==> src/rtl/ula_sequencial_pkg.sv <==
// Shared codes and types for the sequential ALU: opAlu/funct encodings,
// FSM states, internal operation and execution class.
package ula_pkg;

  localparam logic [1:0] OPALU_ADD = 2'b00;
  localparam logic [1:0] OPALU_SUB = 2'b01;
  localparam logic [1:0] OPALU_R   = 2'b10;
  localparam logic [1:0] OPALU_ERR = 2'b11;

  localparam logic [3:0] FN_ADD  = 4'b0000;
  localparam logic [3:0] FN_SUB  = 4'b0001;
  localparam logic [3:0] FN_AND  = 4'b0010;
  localparam logic [3:0] FN_OR   = 4'b0011;
  localparam logic [3:0] FN_SLT  = 4'b0100;
  localparam logic [3:0] FN_XOR  = 4'b0101;
  localparam logic [3:0] FN_NOR  = 4'b0110;
  localparam logic [3:0] FN_SLTU = 4'b0111;
  localparam logic [3:0] FN_SLL  = 4'b1000;
  localparam logic [3:0] FN_SRL  = 4'b1001;
  localparam logic [3:0] FN_SRA  = 4'b1010;
  localparam logic [3:0] FN_MUL  = 4'b1011;

  typedef enum logic {OCIOSO, EXEC} estado_t;

  typedef enum logic [3:0] {
    OP_ADD, OP_SUB, OP_AND, OP_OR, OP_SLT, OP_XOR, OP_NOR, OP_SLTU,
    OP_SLL, OP_SRL, OP_SRA, OP_MUL, OP_NOP
  } operacao_t;

  typedef enum logic [1:0] {UNICO, ITER, ERRO} classe_t;

endpackage

==> src/rtl/ula_sequencial_if.sv <==
// Request/response bundle between the ALU and its issuing stage.
interface ula_sequencial_if #(
  parameter int LARGURA       = 8,
  parameter int LARGURA_FUNCT = 4
);
  logic                     valid_in;
  logic [1:0]               opAlu;
  logic [LARGURA_FUNCT-1:0] funct;
  logic [LARGURA-1:0]       a;
  logic [LARGURA-1:0]       b;
  logic                     ready_in;
  logic                     valid_out;
  logic [LARGURA-1:0]       resultado;
  logic                     zero;
  logic                     overflow;
  logic                     erro;

  modport master (
    output valid_in, opAlu, funct, a, b,
    input  ready_in, valid_out, resultado, zero, overflow, erro
  );

  modport slave (
    input  valid_in, opAlu, funct, a, b,
    output ready_in, valid_out, resultado, zero, overflow, erro
  );
endinterface

==> src/rtl/ula_sequencial_decod.sv <==
// Combinational control decoder: maps opAlu/funct onto an internal
// operation and its execution class (single-cycle, iterative or error).
module decod_ula
  import ula_pkg::*;
#(
  parameter int LARGURA_FUNCT = 4
) (
  input  logic [1:0]               opAlu,
  input  logic [LARGURA_FUNCT-1:0] funct,
  output operacao_t                op,
  output classe_t                  classe
);

  always_comb begin
    op     = OP_NOP;
    classe = ERRO;
    unique case (opAlu)
      OPALU_ADD: begin op = OP_ADD; classe = UNICO; end
      OPALU_SUB: begin op = OP_SUB; classe = UNICO; end
      OPALU_R: begin
        // Any bit set above the low nibble is an undefined code.
        if ((funct >> 4) == '0) begin
          case (funct[3:0])
            FN_ADD:  begin op = OP_ADD;  classe = UNICO; end
            FN_SUB:  begin op = OP_SUB;  classe = UNICO; end
            FN_AND:  begin op = OP_AND;  classe = UNICO; end
            FN_OR:   begin op = OP_OR;   classe = UNICO; end
            FN_SLT:  begin op = OP_SLT;  classe = UNICO; end
            FN_XOR:  begin op = OP_XOR;  classe = UNICO; end
            FN_NOR:  begin op = OP_NOR;  classe = UNICO; end
            FN_SLTU: begin op = OP_SLTU; classe = UNICO; end
            FN_SLL:  begin op = OP_SLL;  classe = ITER;  end
            FN_SRL:  begin op = OP_SRL;  classe = ITER;  end
            FN_SRA:  begin op = OP_SRA;  classe = ITER;  end
            FN_MUL:  begin op = OP_MUL;  classe = ITER;  end
            default: ;
          endcase
        end
      end
      OPALU_ERR: ;
    endcase
  end

endmodule

==> src/rtl/ula_sequencial.sv <==
// Sequential ALU: single-cycle logic/arithmetic plus iterative shifts and
// shift-add multiply behind a valid/ready handshake.
module ula_sequencial
  import ula_pkg::*;
#(
  parameter int LARGURA       = 8,
  parameter int LARGURA_FUNCT = 4
) (
  input  logic             clk,
  input  logic             reset,
  ula_sequencial_if.slave  bus
);

  localparam int SW = $clog2(LARGURA);
  localparam int CW = SW + 1;

  estado_t            estado, estado_next;
  operacao_t          op_dec, op_reg;
  classe_t            classe_dec;
  logic [CW-1:0]      cnt;
  logic [LARGURA-1:0] acc, mcand, mplier, acc_next;
  logic [LARGURA-1:0] soma, dif, res_unico;
  logic signed [LARGURA-1:0] a_s, b_s, acc_s;
  logic [SW-1:0]      shamt;
  logic               aceita, is_shift, multi, fim, ovf_unico, erro_unico;

  function automatic logic ovf_soma(input logic [LARGURA-1:0] x, y, r);
    return (x[LARGURA-1] == y[LARGURA-1]) && (r[LARGURA-1] != x[LARGURA-1]);
  endfunction

  function automatic logic ovf_sub(input logic [LARGURA-1:0] x, y, r);
    return (x[LARGURA-1] != y[LARGURA-1]) && (r[LARGURA-1] != x[LARGURA-1]);
  endfunction

  decod_ula #(.LARGURA_FUNCT(LARGURA_FUNCT)) u_decod (
    .opAlu  (bus.opAlu),
    .funct  (bus.funct),
    .op     (op_dec),
    .classe (classe_dec)
  );

  assign bus.ready_in = (estado == OCIOSO) && !reset;
  assign aceita   = bus.valid_in && bus.ready_in;
  assign shamt    = bus.b[SW-1:0];
  assign is_shift = (op_dec == OP_SLL) || (op_dec == OP_SRL) || (op_dec == OP_SRA);
  // A shift by zero completes in the single-cycle path.
  assign multi    = aceita && (classe_dec == ITER) && !(is_shift && shamt == '0);
  assign fim      = (estado == EXEC) && (cnt == CW'(1));
  assign a_s      = bus.a;
  assign b_s      = bus.b;
  assign acc_s    = acc;
  assign soma     = bus.a + bus.b;
  assign dif      = bus.a - bus.b;

  always_ff @(posedge clk or posedge reset) begin
    if (reset) estado <= OCIOSO;
    else       estado <= estado_next;
  end

  always_comb begin
    estado_next = estado;
    case (estado)
      OCIOSO:  if (multi) estado_next = EXEC;
      EXEC:    if (fim)   estado_next = OCIOSO;
      default: estado_next = OCIOSO;
    endcase
  end

  always_comb begin
    res_unico  = '0;
    ovf_unico  = 1'b0;
    erro_unico = (classe_dec == ERRO);
    case (op_dec)
      OP_ADD:  begin res_unico = soma; ovf_unico = ovf_soma(bus.a, bus.b, soma); end
      OP_SUB:  begin res_unico = dif;  ovf_unico = ovf_sub(bus.a, bus.b, dif);   end
      OP_AND:  res_unico = bus.a & bus.b;
      OP_OR:   res_unico = bus.a | bus.b;
      OP_XOR:  res_unico = bus.a ^ bus.b;
      OP_NOR:  res_unico = ~(bus.a | bus.b);
      OP_SLT:  res_unico = {{(LARGURA-1){1'b0}}, (a_s < b_s)};
      OP_SLTU: res_unico = {{(LARGURA-1){1'b0}}, (bus.a < bus.b)};
      OP_SLL, OP_SRL, OP_SRA: res_unico = bus.a;
      default: ;
    endcase
  end

  always_comb begin
    acc_next = acc;
    case (op_reg)
      OP_SLL:  acc_next = acc << 1;
      OP_SRL:  acc_next = acc >> 1;
      OP_SRA:  acc_next = acc_s >>> 1;
      OP_MUL:  acc_next = acc + (mplier[0] ? mcand : '0);
      default: ;
    endcase
  end

  // Acceptance / iteration stage
  always_ff @(posedge clk or posedge reset) begin
    if (reset) begin
      op_reg        <= OP_NOP;
      cnt           <= '0;
      acc           <= '0;
      mcand         <= '0;
      mplier        <= '0;
      bus.valid_out <= 1'b0;
      bus.resultado <= '0;
      bus.zero      <= 1'b0;
      bus.overflow  <= 1'b0;
      bus.erro      <= 1'b0;
    end else begin
      bus.valid_out <= 1'b0;
      if (aceita && !multi) begin
        bus.resultado <= res_unico;
        bus.zero      <= (res_unico == '0);
        bus.overflow  <= ovf_unico;
        bus.erro      <= erro_unico;
        bus.valid_out <= 1'b1;
      end
      if (multi) begin
        op_reg <= op_dec;
        cnt    <= is_shift ? CW'(shamt) : CW'(LARGURA);
        acc    <= is_shift ? bus.a : '0;
        mcand  <= bus.a;
        mplier <= bus.b;
      end
      if (estado == EXEC) begin
        acc    <= acc_next;
        mcand  <= mcand << 1;
        mplier <= mplier >> 1;
        cnt    <= cnt - CW'(1);
        if (fim) begin
          bus.resultado <= acc_next;
          bus.zero      <= (acc_next == '0);
          bus.overflow  <= 1'b0;
          bus.erro      <= 1'b0;
          bus.valid_out <= 1'b1;
        end
      end
    end
  end

endmodule

==> src/flat_wrapper.sv <==
// flat-port wrapper written by rule: the top's interface ports become plain ports
module ula_sequencial_flat import ula_pkg::*;
#(
  parameter int LARGURA       = 8,
  parameter int LARGURA_FUNCT = 4
)
  (clk, reset, bus_valid_in, bus_opAlu, bus_funct, bus_a, bus_b, bus_ready_in, bus_valid_out, bus_resultado, bus_zero, bus_overflow, bus_erro);
  ula_sequencial_if #(.LARGURA(LARGURA), .LARGURA_FUNCT(LARGURA_FUNCT)) bus_i ();
  input  logic clk;
  input  logic reset;
  input wire logic [$bits(bus_i.valid_in)-1:0] bus_valid_in;
  input wire logic [$bits(bus_i.opAlu)-1:0] bus_opAlu;
  input wire logic [$bits(bus_i.funct)-1:0] bus_funct;
  input wire logic [$bits(bus_i.a)-1:0] bus_a;
  input wire logic [$bits(bus_i.b)-1:0] bus_b;
  output wire logic [$bits(bus_i.ready_in)-1:0] bus_ready_in;
  output wire logic [$bits(bus_i.valid_out)-1:0] bus_valid_out;
  output wire logic [$bits(bus_i.resultado)-1:0] bus_resultado;
  output wire logic [$bits(bus_i.zero)-1:0] bus_zero;
  output wire logic [$bits(bus_i.overflow)-1:0] bus_overflow;
  output wire logic [$bits(bus_i.erro)-1:0] bus_erro;
  assign bus_i.valid_in = bus_valid_in;
  assign bus_i.opAlu = bus_opAlu;
  assign bus_i.funct = bus_funct;
  assign bus_i.a = bus_a;
  assign bus_i.b = bus_b;
  assign bus_ready_in = bus_i.ready_in;
  assign bus_valid_out = bus_i.valid_out;
  assign bus_resultado = bus_i.resultado;
  assign bus_zero = bus_i.zero;
  assign bus_overflow = bus_i.overflow;
  assign bus_erro = bus_i.erro;
  ula_sequencial #(.LARGURA(LARGURA), .LARGURA_FUNCT(LARGURA_FUNCT)) u_core (.clk(clk), .reset(reset), .bus(bus_i));
endmodule
==> config.mk <==
export PLATFORM = sky130hd
export DESIGN_NAME = ula_sequencial_flat
export DESIGN_NICKNAME = d
export VERILOG_FILES = /design/src/rtl/ula_sequencial_pkg.sv /design/src/rtl/ula_sequencial_if.sv /design/src/rtl/ula_sequencial_decod.sv /design/src/rtl/ula_sequencial.sv /design/src/flat_wrapper.sv
export SDC_FILE = /design/constraint.sdc
export NUM_CORES = 1
export LEC_CHECK = 0
export CAP_MARGIN = 15
export CORE_MARGIN = 2
export CORE_UTILIZATION = 30
export CTS_BUF_LIST = sky130_fd_sc_hd__clkbuf_8
export DETAILED_ROUTE_END_ITERATION = 7
export MAX_ROUTING_LAYER = met4
export SETUP_SLACK_MARGIN = 0.2
export SYNTH_ARGS = -nofsm -noshare
export SYNTH_HDL_FRONTEND = slang
export SYNTH_SLANG_ARGS = --single-unit
==> constraint.sdc <==
create_clock -name clk -period 4 [get_ports clk]
set_input_delay 0.4 -clock clk [delete_from_list [all_inputs] [get_ports clk]]
set_output_delay 0.4 -clock clk [all_outputs]
set_load 0.01 [all_outputs]
==> flow_summary.toml <==
[synthesis]
seq_area_frac_synth_pct = 28.8
netlist_instances = 460
yosys_warnings = 0
ys_ff_latch = 45
avgSynthCellArea_um2 = 8.51
syn-num-nets = 521
ys_types = 68
synth_flop_cell = "dfrtp_1"
post_synth_instance_area_um2 = 3910
synth-edff-count = 0
async_flop_share_pct = 100

[sta]
fin_setup_tns_ps = 0
setup_viol = 0
max_slew_margin_pct = 37.1
rsz0062_at_grt = "no"
min_period_over_period_pct = 80.5
finalWorstSetupSlack_ps = 779
timing.fmax_mhz = 310
timing.final.hold_violations = 0
worst_pin_slew_ps = 943
finalMaxSlewViolations = 0
clock_skew_ps = 4.61
fin_crit_ps = 3220

[clocking]
cts_resized = 0
cts_max_path_buffers = 2
root_buffer = "clkbuf_8"
clock_latency_ps = 310
clock-sinks = 45
post_cts_buffers = 0
cts.clk_slew.worst_paths_ps = 80
htreeDepth = 2
holdBufCountCts = 0
cts_buffers = 5
tritoncts = "built"

[place]
gp_congestion = 0.941
dp_hpwl_um = 9070
post-place-ws_ps = 624
dpl-instance-area_um2 = 4420
io_buffers = 37

[pwr]
p_per_area_nw_per_um2 = 453
leakage_nw = 2.01
ir_drop_uv = 126
p_total_mw = 2.04

[global_route]
grt_pass1_vias = 3600
gr-total-overflow = 0
track_usage_pct = 17.5
grt_pass1_wl_um = 19200
grt_max_degree = 46
antenna_found_initial = 0

[detailed_routing]
drt-initial-drc-count = 293
firstDrtPassIters = 5
vias_per_cell = 5.52
drc_errors = 0
wirelength_um = 11800
drtAntennaViolNets = 0
num_vias = 3643
wl_per_cell_um = 17.8

[setup_path]
cp_data_arrival_time_ps = 3460
crit_path_start_kind = "register"
cp.required_ps = 4230
endpoint_kind = "register"
path_max_fanout = 9
path_class = "register to register"

[layout]
area_delta_synth_final_pct = 15.2
fin_area_um2 = 4510
diodes = 0
n_fill_cell = 1331
drive_gt1_share_pct = 7.17
nets = 548

[floorplan]
die_area_um2 = 14000
core_area_um2 = 12700
initial_core_util_pct = 30.9
die_height_um = 118
pin_count = 38
fp-row-count = 41
die_w_um = 118

[outcome]
status = "finished clean"

[min_path]
hold_path.class = "register to register"

[job]
drv_cap = 0
[synth_stat cells (3+ instances only)]
master | instances | area [um^2]
a21oi_1 | 15 | 75.1
or2_2 | 4 | 25.0
mux2i_1 | 3 | 30.0
o211ai_1 | 3 | 22.5
nand4bb_1 | 3 | 33.8
a221oi_1 | 7 | 61.3
o21ai_0 | 20 | 100
o221a_2 | 4 | 45.0
fa_1 | 3 | 60.1
nand3_1 | 13 | 65.1
a2111oi_0 | 11 | 96.3
or4_1 | 3 | 22.5
o22ai_1 | 3 | 18.8
xor2_1 | 5 | 43.8
a31oi_1 | 8 | 50.1
a222oi_1 | 5 | 50.1
nand2b_1 | 4 | 25.0
and3_1 | 7 | 43.8
nor3_1 | 19 | 95.1
clkbuf_8 | 3 | 41.3
xnor2_1 | 5 | 43.8
o221ai_1 | 3 | 26.3
nor2b_1 | 11 | 68.8
and2_1 | 11 | 68.8
a211oi_1 | 6 | 45.0
nor2_1 | 20 | 75.1
a22oi_1 | 24 | 180
o21a_1 | 4 | 30.0
clkbuf_1 | 21 | 78.8
nand3b_1 | 3 | 22.5
a21o_1 | 3 | 22.5
ha_1 | 33 | 413
inv_1 | 37 | 139
nand2_1 | 48 | 180
dfrtp_1 | 43 | 1080
[layer usage]
metal	vias to the layer above	GRT usage [%]	wire, um
li1	1763	-	-
met1	1771	22.4	5440
met2	99	29.0	5710
met3	10	2.17	454
met4	0	4.97	150
met5	-	-	0
[final cells by class]
cell class,instances,area [um^2],share of cell area [%]
multi-input combinational,352,2500,55.5
sequential,45,1130,25.0
timing repair buffer,46,438,9.72
tap,172,215,4.78
inverter,37,139,3.08
clock buffer,5,68.8,1.53
clock inverter,3,13.8,0.305
[placed cells by master, fill, tap and decap left out, drive strengths merged, types with 3 or more instances in the layout]
cell type	instances
a211oi	6
dfrtp	43
nand3	13
o22ai	3
ha	33
a22oi	24
nand2b	4
xor2	5
or2	6
nor2	21
inv	38
o221ai	3
or4	3
nand4bb	3
a221oi	8
o211ai	4
and2	12
a21oi	15
and3	8
a2111oi	11
nor2b	11
clkbuf	5
mux2i	3
o221a	4
buf	9
a21o	3
fa	3
nand2	48
nor3	19
nand3b	3
o21a	4
a222oi	5
o21ai	20
xnor2	5
a31oi	8
clkdlybuf4s50	37
[per-stage QoR]
| stage | cells | utilization [%] | hold slack, ps |
|---|---|---|---|
| 4_1_cts | 660 | 35.6 | 492 |
| 6_report | 660 | 35.6 | 488 |
| 3_5_place_dp | 652 | 34.9 | 469 |
| 3_3_place_gp | 652 | 34.9 | 462 |
| 2_1_floorplan | 460 | - | 446 |
| 5_1_grt | 660 | 35.6 | 508 |
[cell families after synthesis]
family	after synthesis	share of synthesized area, %
flip-flops	45	28.8
buffers and inverters	63	7.20
XOR/XNOR	10	2.24
AO/OA/AOI/OAI	140	26.9
multiplexers	4	1.06
adder cells (fa/ha/maj)	36	12.1
AND/OR/NAND/NOR	162	21.7
[where the power goes]
group	total, mW	switching [mW]	internal [mW]
clock	0.278	0.160	0.119
combinational	0.964	0.534	0.430
sequential	0.796	0.176	0.620
[worst max-delay path, stage by stage, from the launching register on]
cell	delay [ps]
dfrtp_1	460
and2_1	230
ha_1	300
a211o_1	300
a221oi_1	280
a211oi_1	140
or4_1	520
or3_1	320
or4_1	510
o211ai_2	80
[path summary, 6_finish.rpt]
kind	from	end	slack, ps	cells after the start
worst max-delay path	u_core.mplier[0]$_DFFE_PP0P_	u_core.bus.zero$_DFF_PP0_	780	9
worst min-delay path	u_core.mplier[4]$_DFFE_PP0P_	u_core.mplier[4]$_DFFE_PP0P_	490	2
worst max register to register	u_core.mplier[0]$_DFFE_PP0P_	u_core.bus.zero$_DFF_PP0_	780	9
worst min register to register	u_core.mplier[4]$_DFFE_PP0P_	u_core.mplier[4]$_DFFE_PP0P_	490	2
max in group asynchronous	reset	u_core.bus.overflow$_DFF_PP0_	2760	2
min in group asynchronous	reset	u_core.cnt[0]$_DFFE_PP0P_	650	2
No activity file was read; power rests on OpenSTA's default activity.
